### src/rtl/sdram_uart_defs.sv
// Shared constants and FSM encodings for the UART command path.
package sdram_uart_defs;

    localparam logic [7:0] HDR_WR_DEF = 8'h55;
    localparam logic [7:0] HDR_RD_DEF = 8'hAA;

    typedef enum logic [2:0] {
        S_IDLE = 3'b001,
        S_DATA = 3'b010,
        S_WAIT = 3'b100
    } cmd_state_t;

endpackage

### src/rtl/sync_fifo_8b.sv
// Byte FIFO with registered read data and a synchronous flush.
module sync_fifo_8b #(
    parameter int AW = 3
) (
    input  logic          sclk,
    input  logic          s_rst_n,
    input  logic          push,
    input  logic [7:0]    din,
    input  logic          pop,
    input  logic          flush,
    output logic [7:0]    dout,
    output logic          full,
    output logic          empty,
    output logic [AW:0]   cnt
);

    localparam int DEPTH = 1 << AW;
    localparam logic [AW:0] DEPTH_C = (AW+1)'(DEPTH);

    logic [7:0]    mem [DEPTH];
    logic [AW-1:0] wp;
    logic [AW-1:0] rp;
    logic          do_push;
    logic          do_pop;

    assign full    = (cnt == DEPTH_C);
    assign empty   = (cnt == '0);
    // Flush dominates both ports in the same cycle.
    assign do_push = push && !full && !flush;
    assign do_pop  = pop && !empty && !flush;

    always_ff @(posedge sclk) begin
        if (do_push) begin
            mem[wp] <= din;
        end
    end

    always_ff @(posedge sclk or negedge s_rst_n) begin
        if (!s_rst_n) begin
            wp   <= '0;
            rp   <= '0;
            cnt  <= '0;
            dout <= '0;
        end else if (flush) begin
            wp  <= '0;
            rp  <= '0;
            cnt <= '0;
        end else begin
            if (do_push) begin
                wp <= wp + 1'b1;
            end
            if (do_pop) begin
                rp   <= rp + 1'b1;
                dout <= mem[rp];
            end
            unique case ({do_push, do_pop})
                2'b10:   cnt <= cnt + 1'b1;
                2'b01:   cnt <= cnt - 1'b1;
                default: cnt <= cnt;
            endcase
        end
    end

endmodule

### src/rtl/uart_cmd_decode.sv
// Decodes UART bytes into write frames (buffered) and read commands.
module uart_cmd_decode
    import sdram_uart_defs::*;
#(
    parameter logic [7:0] HDR_WR      = HDR_WR_DEF,
    parameter logic [7:0] HDR_RD      = HDR_RD_DEF,
    parameter int         FRAME_LEN   = 4,
    parameter int         TIMEOUT_CYC = 50000,
    parameter int         FIFO_AW     = 3
) (
    input  logic               sclk,
    input  logic               s_rst_n,
    input  logic [7:0]         rx_data,
    input  logic               rx_valid,
    output logic               wr_trig,
    output logic               rd_trig,
    input  logic               wfifo_rd_en,
    output logic [7:0]         wfifo_rd_data,
    output logic               busy,
    output logic               frame_err,
    output logic [FIFO_AW:0]   fifo_cnt
);

    if (FRAME_LEN < 1 || FRAME_LEN > (1 << FIFO_AW)) begin : g_bad_len
        $error("FRAME_LEN must be in 1..2**FIFO_AW");
    end

    localparam int BW = $clog2(FRAME_LEN + 1);
    localparam int TW = $clog2(TIMEOUT_CYC + 1);
    localparam logic [BW-1:0] LAST    = BW'(FRAME_LEN - 1);
    localparam logic [TW-1:0] TO_LAST = TW'(TIMEOUT_CYC - 1);

    cmd_state_t    state;
    logic [BW-1:0] byte_cnt;
    logic [TW-1:0] to_cnt;
    logic          push;
    logic          abort;
    logic          full;
    logic          empty;

    assign busy = (state != S_IDLE);
    assign push = (state == S_DATA) && rx_valid && !full;
    // Abort on an overflowing push or an inter-byte gap that ran out.
    assign abort = (state == S_DATA) &&
                   (rx_valid ? full : (to_cnt == TO_LAST));

    sync_fifo_8b #(
        .AW (FIFO_AW)
    ) u_fifo (
        .sclk    (sclk),
        .s_rst_n (s_rst_n),
        .push    (push),
        .din     (rx_data),
        .pop     (wfifo_rd_en),
        .flush   (abort),
        .dout    (wfifo_rd_data),
        .full    (full),
        .empty   (empty),
        .cnt     (fifo_cnt)
    );

    always_ff @(posedge sclk or negedge s_rst_n) begin
        if (!s_rst_n) begin
            state     <= S_IDLE;
            byte_cnt  <= '0;
            to_cnt    <= '0;
            wr_trig   <= 1'b0;
            rd_trig   <= 1'b0;
            frame_err <= 1'b0;
        end else begin
            wr_trig   <= 1'b0;
            rd_trig   <= 1'b0;
            frame_err <= 1'b0;
            unique case (1'b1)
                (state == S_IDLE): begin
                    if (rx_valid && rx_data == HDR_WR) begin
                        state    <= S_DATA;
                        byte_cnt <= '0;
                        to_cnt   <= '0;
                    end else if (rx_valid && rx_data == HDR_RD) begin
                        rd_trig <= 1'b1;
                    end
                end
                (state == S_DATA): begin
                    if (abort) begin
                        state     <= S_IDLE;
                        frame_err <= 1'b1;
                        byte_cnt  <= '0;
                        to_cnt    <= '0;
                    end else if (rx_valid) begin
                        to_cnt <= '0;
                        if (byte_cnt == LAST) begin
                            wr_trig  <= 1'b1;
                            state    <= S_WAIT;
                            byte_cnt <= '0;
                        end else begin
                            byte_cnt <= byte_cnt + 1'b1;
                        end
                    end else begin
                        to_cnt <= to_cnt + 1'b1;
                    end
                end
                (state == S_WAIT): begin
                    if (empty && !wfifo_rd_en) begin
                        state <= S_IDLE;
                    end
                end
                default: state <= S_IDLE;
            endcase
        end
    end

endmodule
### config.mk
export PLATFORM = sky130hd
export DESIGN_NAME = uart_cmd_decode
export DESIGN_NICKNAME = d
export VERILOG_FILES = /design/src/rtl/sdram_uart_defs.sv /design/src/rtl/sync_fifo_8b.sv /design/src/rtl/uart_cmd_decode.sv
export SDC_FILE = /design/constraint.sdc
export NUM_CORES = 1
export LEC_CHECK = 0
export CAP_MARGIN = 5
export CORE_ASPECT_RATIO = 0.8
export CORE_MARGIN = 10
export CORE_UTILIZATION = 48
export CTS_CLUSTER_DIAMETER = 40
export CTS_CLUSTER_SIZE = 24
export DETAILED_ROUTE_END_ITERATION = 10
export GPL_TIMING_DRIVEN = 0
export HOLD_SLACK_MARGIN = 0.05
export PLACE_DENSITY = 0.67
export SLEW_MARGIN = 15
export SYNTH_ARGS = -nofsm -noshare
export SYNTH_HDL_FRONTEND = slang
export SYNTH_SLANG_ARGS = --single-unit
### constraint.sdc
create_clock -name sclk -period 4.92 [get_ports sclk]
set_input_delay 0.984 -clock sclk [delete_from_list [all_inputs] [get_ports sclk]]
set_output_delay 0.984 -clock sclk [all_outputs]
set_load 0.005 [all_outputs]
# Word-level counts from Yosys, hierarchy flattened
# Memory sizes are Yosys's and may differ from the RTL's. A register that Yosys moved wholly into a read port is not among the register bits.
# Index checks and enable logic that the tools add are counted.
# W data, S select, Z words.
# word_totals
register_bits,35
latch_bits,0
n_memories,1
ramBits,64
input_bits,12
romBits,0
output_inout_bits,16
elab_cells,89
# memory_table
memory,words,width,read_ports,rd_ports_with_merged_regs,write_ports,line,rtl
u_fifo.mem,8,8,1,1,1,sync_fifo_8b.sv:20,logic [7:0] mem [DEPTH];
# classes
n_div,0
n_reduce_logical,24
n_bitwise,1
n_mul,0
order_cmp,0
addsub,6
eq_ne,15
n_mux,33
shifts,0
# op_table
op,count
$mux W16,3
$mux W3,13
$pmux W16 S2,1
$add A16 B1 Y16 const B,1
$eq A16 B16 Y1 const B,1
$mux W1,12
$logic_and A1 B1 Y1,10
$add A3 B1 Y3 const B,3
$pmux W3 S3,1
$eq A8 B7 Y1 const B,1
$eq A8 B8 Y1 const B,1
$pmux W4 S2,1
$eq A3 B2 Y1 const B,2
$ne A3 B1 Y1 const B,2
$pmux W3 S2,1
$reduce_bool A2 Y1,3
$logic_not A1 Y1,5
$add A4 B1 Y4 const B,1
$eq A4 B4 Y1 const B,1
$logic_not A4 Y1,1
$mux W4,1
$ne A2 B1 Y1 const B,2
$reduce_and A2 Y1,2
$reduce_and A4 Y1,1
other kinds (9),9

# Longest topological paths before layout
# Gate-level depths: netlist of run 1.
# depth
word_depth,8
depth_mapped,11
ltp_nobuf,11

# Cells and area by module
# Synthesis of run 1 repeated with hierarchy kept, for this count alone.
# unflattened
cells_unflattened,384
hier_area_um2,4902.2
# by_module_without_submodules
module,n_inst,area_each_um2,seq_area_each_um2,cells_per_inst
sync_fifo_8b,1,3464.6,2372.3,233
uart_cmd_decode,1,1437.6,626.9,151

# Worst setup path before layout of run 1
# Ideal clock, no wire load.
# synth_timing
kind,register to register
from,register to_cnt[4]
to,register u_fifo.cnt[3]
synth_period_minus_slack_ps,2850
setup_slack_ps,2070
n_path_buf,0
setup_time_ps,121
required_ps,4799
arrival_ps,2729
stages_incl_launch_ff,11
cell_sequence,dfrtp_1 -> or4b_4 -> or4_4 -> a21oi_1 -> nor2_1 -> ha_1 -> a31oi_1 -> or3_1 -> o41ai_1 -> xnor2_1 -> nor2_1
# synth_via
elab_chain_len,8
word_cells_on_any_way,11
cone_classes,eq/ne (3); mux (3); reduce/logical (5)
# synth_lines
element,line,rtl
"start, declared",uart_cmd_decode.sv:35,logic [TW-1:0] to_cnt;
"start signal, assigned",uart_cmd_decode.sv:100,to_cnt <= to_cnt + 1'b1;
$eq A16 B16 Y1 (*),uart_cmd_decode.sv:45,(rx_valid ? full : (to_cnt == TO_LAST));
$mux W1 (*),uart_cmd_decode.sv:45,
$logic_and A1 B1 Y1 (*),uart_cmd_decode.sv:44,assign abort = (state == S_DATA) &&
$logic_not A1 Y1,"sync_fifo_8b.sv:29, sync_fifo_8b.sv:30",
$logic_and A1 B1 Y1 (on tied branches),"sync_fifo_8b.sv:30, sync_fifo_8b.sv:29",
$eq A2 B1 Y1 or $eq A2 B2 Y1 (tied branches),sync_fifo_8b.sv:56,"unique case ({do_push, do_pop})"
$pmux W4 S2,sync_fifo_8b.sv:56,
$mux W4,sync_fifo_8b.sv:44,end else if (flush) begin
"end signal, assigned",sync_fifo_8b.sv:57,2'b10: cnt <= cnt + 1'b1;
"end signal, assigned",sync_fifo_8b.sv:58,2'b01: cnt <= cnt - 1'b1;
"end signal, assigned",sync_fifo_8b.sv:59,default: cnt <= cnt;
"end, declared",sync_fifo_8b.sv:14,output logic [AW:0] cnt
# Mark *: on every way between the ends. The rest lies on a longest branch, timed or not.
# A chain may end at the register's enable or synchronous reset.

# Worst setup path after layout of run 1
# layout_timing
from,input port rx_data[3]
to,register to_cnt[15]
# layout_via
elab_chain_len,4
# layout_lines
element,line,rtl
"start, declared",uart_cmd_decode.sv:13,"input logic [7:0] rx_data,"
$eq A8 B7 Y1,uart_cmd_decode.sv:76,if (rx_valid && rx_data == HDR_WR) begin
$logic_and A1 B1 Y1,uart_cmd_decode.sv:76,
$ne A2 B1 Y1 (no source line),--,
$reduce_and A2 Y1 (no source line),--,
# No other way between the ends.

==> flow_summary_export.csv, run 1 <==
group,metric,value,unit
timing,finalMaxSlewViolations,0,
setup_path,cpPeakStageDelay,0.67,ns
setup_path,critical_path_class,"primary input to flop",
clocking,cts_tree,"yes",
timing,whs,0.4838,ns
placement,gp_congestion,0.7629,
synthesis,synth_nets,336,
drt,drc,0,
worst_hold_path,holdCritPathClass,"flop to flop",
floorplan,core,9609,µm²
synthesis,synth-edff-count,64,
synthesis,ys_seq_elements,107,
clocking,clkSlewWorstSetupHoldPaths,0.08,ns
clocking,cts_hold_buf,0,
placement,dp_hpwl,6303,µm
setup_path,cp_cell_sequence,"clkdlybuf4s50_1 -> and4bb_2 -> a31oi_2 -> nor3b_1 -> or3b_2 -> xor2_1 -> nor2_1",
synthesis,seq_area_frac_synth,0.6350,
clocking,numCtsBuffers,9,
layout,layout.nets,374,
layout,area_growth,15.71,%
drt,drt-pass1-iter-count,4,
drt,routed_wirelength,9137,µm
global_route,overflow,0,
drt,drtIter0Drc,236,
setup_path,cp_max_fo,10,
layout,final_common_cell,"edfxtp_1",
synthesis,synthFlopType,"edfxtp_1",
synthesis,synth_cell_types,53,
power,finalPower,2.474,mW
power,p_per_area,452.7,nW/µm²
drt,wl_per_cell,19.04,µm
timing,fin_skew,0.01217,ns
clocking,cts_setup_buffers,0,
global_route,grt.total_usage,0.1376,
setup_path,end_kind,"flop",
timing,setup_viol,0,
layout,drive_gt1_frac,0.1911,
power,p_clk_frac,0.290,
timing,rsz0062_at_grt,"no",
global_route,first_global_vias,2731,
power,peakVddDrop,0.0002573,V
drt,vias_per_cell,5.717,
setup_path,crit_required,5.16,ns
drt,ant_nets,0,
clocking,cts.sinks,107,
floorplan,rows,32,
timing,finalCritPeriodShare,0.6962,
power,p_int,1.777,mW
floorplan,start_util,0.4915,
power,switching_share,0.2819,
clocking,clk_latency,0.36,ns
timing,min_period,3.425,ns
timing,tightest_slew,0.7892,ns
timing,setup_tns,0,ns
layout,fin_util,0.5688,
placement,placed_area,5160,µm²
timing,hold_viol_final,0,
setup_path,critPathLaunchType,"primary input",
layout,postLayoutCellArea,5465,µm²
setup_path,slowest_stage,"nor3b_1",
synthesis,avgSynthCellArea,14.85,µm²
global_route,antenna_found_initial,0,
floorplan,fp.dieW,130.9,µm
clocking,cts-root-buf,"clkbuf_16",
clocking,cts_resized,0,
power,seqPwrFrac,0.432,
setup_path,path_buf_inv,1,
floorplan,top_level_ports,28,
setup_path,path_delay_family,"simple AND/OR/NAND/NOR gates",
timing,relSlewSlack,0.4719,
run,cap_violations,0,
placement,io_buffers,26,
power,leakage,2.059,nW
floorplan,die_h,108.7,µm
power,switching_power,0.6975,mW
synthesis,syn_inst,318,
layout,antenna_cells,0,
power,power_frac_comb,0.278,
floorplan,design.die.area,14230,µm²
synthesis,synthArstFlopShare,0.4019,
layout,final_cell_mix,"edfxtp_1 (64), dfrtp_1 (42), nor2_1 (30), clkdlybuf4s50_1 (25), nand2_1 (19)",
drt,vias,2744,
timing,fmax,292.0,MHz
clocking,clockBufferDepth,2,
synthesis,synth_area,4723,µm²
clocking,h-tree-depth,3,
global_route,grt_pass1_wl,14810,µm
synthesis,yosys_warnings,0,
global_route,grt_max_degree,24,
outcome,status,"completed",
setup_path,arrival,3.66,ns
==> sequential cells by signal, indices dropped and copies added (netlist names) <==
signal / count
state: 3
rd_trig: 1
u_fifo.wp: 3
u_fifo.cnt: 4
u_fifo.mem: 64
u_fifo.rp: 3
byte_cnt: 3
wr_trig: 1
to_cnt: 16
u_fifo.dout: 8
frame_err: 1
==> worst register-to-register path, cell delays in order, from the launching register on <==
cell	delay, ns
dfrtp_1	0.45
or4b_4	0.58
or4_4	0.60
a21oi_1	0.19
nor2_1	0.09
ha_1	0.36
a31oi_1	0.09
or3_1	0.32
o41ai_1	0.10
xnor2_1	0.18
nor2_1	0.06
==> final timing paths <==
check	start	endpoint	slack (ns)	cells after the start
min in group asynchronous	s_rst_n	u_fifo.cnt[3]	0.61	1
max in group asynchronous	s_rst_n	state[0]	3.73	2
worst max-delay path	rx_data[3]	to_cnt[15]	1.49	7
worst min register to register	byte_cnt[2]	byte_cnt[2]	0.48	1
worst max register to register	to_cnt[4]	u_fifo.cnt[3]	1.79	10
worst min-delay path	byte_cnt[2]	byte_cnt[2]	0.48	1
==> cells by family (layout without fill, tap and decap cells) <==
| group | count (synthesis) | count (layout) | share of synthesized area |
|---|---|---|---|
| AOI/OAI and AO/OA | 33 | 33 | 0.04821 |
| xor gates and xnor gates | 19 | 19 | 0.03523 |
| muxes | 33 | 33 | 0.1229 |
| buffers and inverters | 14 | 57 | 0.01245 |
| adders and majority gates | 6 | 6 | 0.01589 |
| DFF | 107 | 107 | 0.6350 |
| and+or+nand+nor | 106 | 106 | 0.1303 |
==> cells in the mapped netlist (2+ instances only) <==
| cell type | number | share of area |
|---|---|---|
| a21oi_1 | 7 | 0.0074 |
| and2_1 | 3 | 0.0040 |
| and3_1 | 2 | 0.0026 |
| and3b_1 | 2 | 0.0037 |
| and4_1 | 2 | 0.0037 |
| and4bb_2 | 3 | 0.0079 |
| buf_2 | 2 | 0.0021 |
| clkbuf_1 | 6 | 0.0048 |
| dfrtp_1 | 42 | 0.22 |
| edfxtp_1 | 64 | 0.41 |
| ha_1 | 6 | 0.016 |
| inv_1 | 4 | 0.0032 |
| mux2_2 | 8 | 0.019 |
| mux2_4 | 8 | 0.025 |
| mux4_2 | 16 | 0.076 |
| nand2_1 | 19 | 0.015 |
| nand2b_1 | 5 | 0.0066 |
| nand3_1 | 11 | 0.012 |
| nand4_1 | 6 | 0.0079 |
| nor2_1 | 30 | 0.024 |
| nor2_4 | 2 | 0.0048 |
| nor3_1 | 4 | 0.0042 |
| nor3b_1 | 2 | 0.0032 |
| nor4bb_1 | 2 | 0.0042 |
| o211ai_1 | 3 | 0.0048 |
| o21ai_0 | 10 | 0.011 |
| o41ai_1 | 3 | 0.0056 |
| or3_1 | 2 | 0.0026 |
| or3b_2 | 2 | 0.0037 |
| or4_1 | 2 | 0.0032 |
| xnor2_1 | 5 | 0.0093 |
| xor2_1 | 14 | 0.026 |
==> stage by stage <==
stage / cells / setup WS [ns]
finish: 480 / 1.495
global route: 480 / 1.274
CTS: 480 / 1.247
detailed placement: 464 / 0.8729
global placement: 463 / 0.8610
floorplan: 318 / 2.070
==> power groups by stage <==
stage               clock, mW  sequential [mW]  combinational [mW]
global route            0.768             1.08               0.755
finish                  0.717             1.07               0.688
global placement            0             1.09               0.682
floorplan                   0             1.08               0.456
CTS                     0.736             1.07               0.699
detailed placement          0             1.09               0.695
==> cell type report <==
class | instances | area (µm²)
fillers | 801 | 4144
flip-flops and latches | 107 | 2999
multi-input cells | 197 | 1675
repair buffers | 27 | 282.8
clock buffers | 9 | 225.2
well taps | 119 | 148.9
clock inverters | 7 | 75.07
plain buffers | 10 | 43.79
inverters | 4 | 15.01
==> metal layers <==
metal | up-vias | track usage | part of all wire
met5 | - | 0 | 0
li1 | 1287 | - | -
met4 | 0 | 0.04517 | 0.013
met1 | 1386 | 0.1922 | 0.48
met3 | 12 | 0.03979 | 0.058
met2 | 59 | 0.2025 | 0.45
Note: power is estimated with default switching activity, not from simulation.
==> run 2: changes to the inputs <==
==> constraint.sdc (replaced) <==
create_clock -name sclk -period 3.3 [get_ports sclk]
set_input_delay 0.66 -clock sclk [delete_from_list [all_inputs] [get_ports sclk]]
set_output_delay 0.66 -clock sclk [all_outputs]
set_load 0.005 [all_outputs]
==> flow_summary_export.csv, run 2 (synthesis results as in run 1) <==
group,metric,value,unit
outcome,status,"completed",
clocking,cts-root-buf,"clkbuf_16",
global_route,antenna_found_initial,0,
placement,dp_hpwl,6303,µm
clocking,numCtsBuffers,9,
setup_path,cp_max_fo,6,
clocking,clk_latency,0.36,ns
setup_path,critPathLaunchType,"flop",
setup_path,critical_path_class,"flop to flop",
run,cap_violations,0,
setup_path,path_delay_family,"simple AND/OR/NAND/NOR gates",
drt,drtIter0Drc,218,
timing,min_period,3.131,ns
layout,top_regs,"u_fifo.mem (64), to_cnt (16), u_fifo.dout (8)",
setup_path,slowest_stage,"or4_4",
global_route,overflow,0,
power,peakVddDrop,0.0003838,V
drt,drc,0,
setup_path,crit_required,3.54,ns
placement,gp_congestion,0.7629,
setup_path,arrival,3.37,ns
floorplan,top_level_ports,28,
drt,drt-pass1-iter-count,4,
floorplan,core,9609,µm²
layout,antenna_cells,0,
layout,drive_gt1_frac,0.1939,
layout,final_common_cell,"edfxtp_1",
timing,hold_viol_final,0,
timing,setup_tns,0,ns
clocking,clkSlewWorstSetupHoldPaths,0.08,ns
timing,finalMaxSlewViolations,0,
layout,postLayoutCellArea,5468,µm²
timing,finalCritPeriodShare,0.9487,
placement,placed_area,5160,µm²
floorplan,fp.dieW,130.9,µm
clocking,cts_tree,"yes",
setup_path,crit_path_frequent_cell,"nor2_1",
floorplan,start_util,0.4915,
power,p_per_area,674.8,nW/µm²
setup_path,cp_cell_sequence,"or4b_4 -> or4_4 -> a21oi_1 -> nor2_1 -> ha_1 -> a31oi_1 -> or3_1 -> o41ai_1 -> xnor2_1 -> nor2_1",
drt,vias_per_cell,5.679,
timing,rsz0062_at_grt,"yes",
drt,ant_nets,0,
worst_hold_path,holdCritPathClass,"primary input to async pin",
layout,largest_reg_flops,64,
global_route,grt.total_usage,0.1376,
timing,relSlewSlack,0.4663,
floorplan,rows,32,
timing,fin_ws,0.1693,ns
placement,dp_slack,-0.4231,ns
drt,vias,2726,
setup_path,cpPeakStageDelay,0.60,ns
layout,nFillCells,800,
timing,setup_viol,0,
clocking,cts_hold_buf,0,
drt,routed_wirelength,9144,µm
clocking,h-tree-depth,3,
power,leakage,2.059,nW
timing,fmax,319.4,MHz
drt,wl_per_cell,19.05,µm
layout,final_cell_mix,"edfxtp_1 (64), dfrtp_1 (42), nor2_1 (29), clkdlybuf4s50_1 (25), nand2_1 (19)",
setup_path,path_buf_inv,0,
timing,fin_skew,0.01209,ns
floorplan,die_h,108.7,µm
clocking,cts.sinks,107,
floorplan,design.die.area,14230,µm²
layout,area_growth,15.76,%
layout,layout.nets,374,
global_route,grt_max_degree,24,
global_route,first_global_vias,2729,
clocking,clockBufferDepth,2,
global_route,grt_pass1_wl,14810,µm
timing,tightest_slew,0.7977,ns
layout,top_register,"u_fifo.mem",
placement,io_buffers,26,
setup_path,end_kind,"flop",
[run 2: cell types whose count changed in the layout (fill, tap and decap cells not counted)]
cell and change:
nor2_2 +1, nor2_1 -1
[run 2: layout make-up]
type	instances	area, µm²	share of cell area
timing repair buffer	27	282.8	0.05172
tap	119	148.9	0.02723
sequential	107	2999	0.5485
clock buffer	9	225.2	0.04119
clock inverter	7	75.07	0.01373
inverter	4	15.01	0.002746
buffer	10	43.79	0.008009
multi-input combinational	197	1678	0.3069
[run 2: final timing paths]
check | cells after the start | endpoint | slack (ns) | startpoint
max reg2reg | 10 | u_fifo.cnt[3] | 0.17 | to_cnt[4]
max | 10 | u_fifo.cnt[3] | 0.17 | to_cnt[4]
max in group asynchronous | 2 | state[0] | 2.44 | s_rst_n
min | 1 | u_fifo.cnt[3] | 0.29 | s_rst_n
min reg2reg | 1 | byte_cnt[2] | 0.48 | byte_cnt[2]
min in group sclk | 1 | byte_cnt[2] | 0.48 | byte_cnt[2]
[run 2: per-layer routing]
metal  GRT usage  vias to the layer above  routed length [µm]
met1      0.1922                     1371                4340
met3     0.03979                       11                 542
met4     0.04517                        0                 110
li1            -                     1284                   -
met5           0                        -                   0
met2      0.2025                       60                4151
[run 2: where the power goes]
| part | internal [mW] | leakage (nW) | switching, mW |
|---|---|---|---|
| Combinational | 0.592 | 0.780 | 0.432 |
| Clock | 0.539 | 0.145 | 0.531 |
| Sequential | 1.52 | 1.13 | 0.0773 |
[run 2: what timing repair did]
action                                  in CTS  in global routing
hold endpoints to repair                     0                  0
endpoints found under the setup margin       8                 14
resized for setup                            1                  1
setup buffers                                0                  0
[run 2: metrics by stage]
stage / utilization / total power [mW] / hold WS (ns) / std cells
after floorplan: - / 2.296 / 0.3644 / 318
after global placement: 0.5341 / 2.641 / 0.4605 / 463
after detailed placement: 0.5370 / 2.660 / 0.4619 / 464
after CTS: 0.5688 / 3.738 / 0.3067 / 480
after global routing: 0.5690 / 3.885 / 0.3450 / 480
final: 0.5690 / 3.690 / 0.2886 / 480
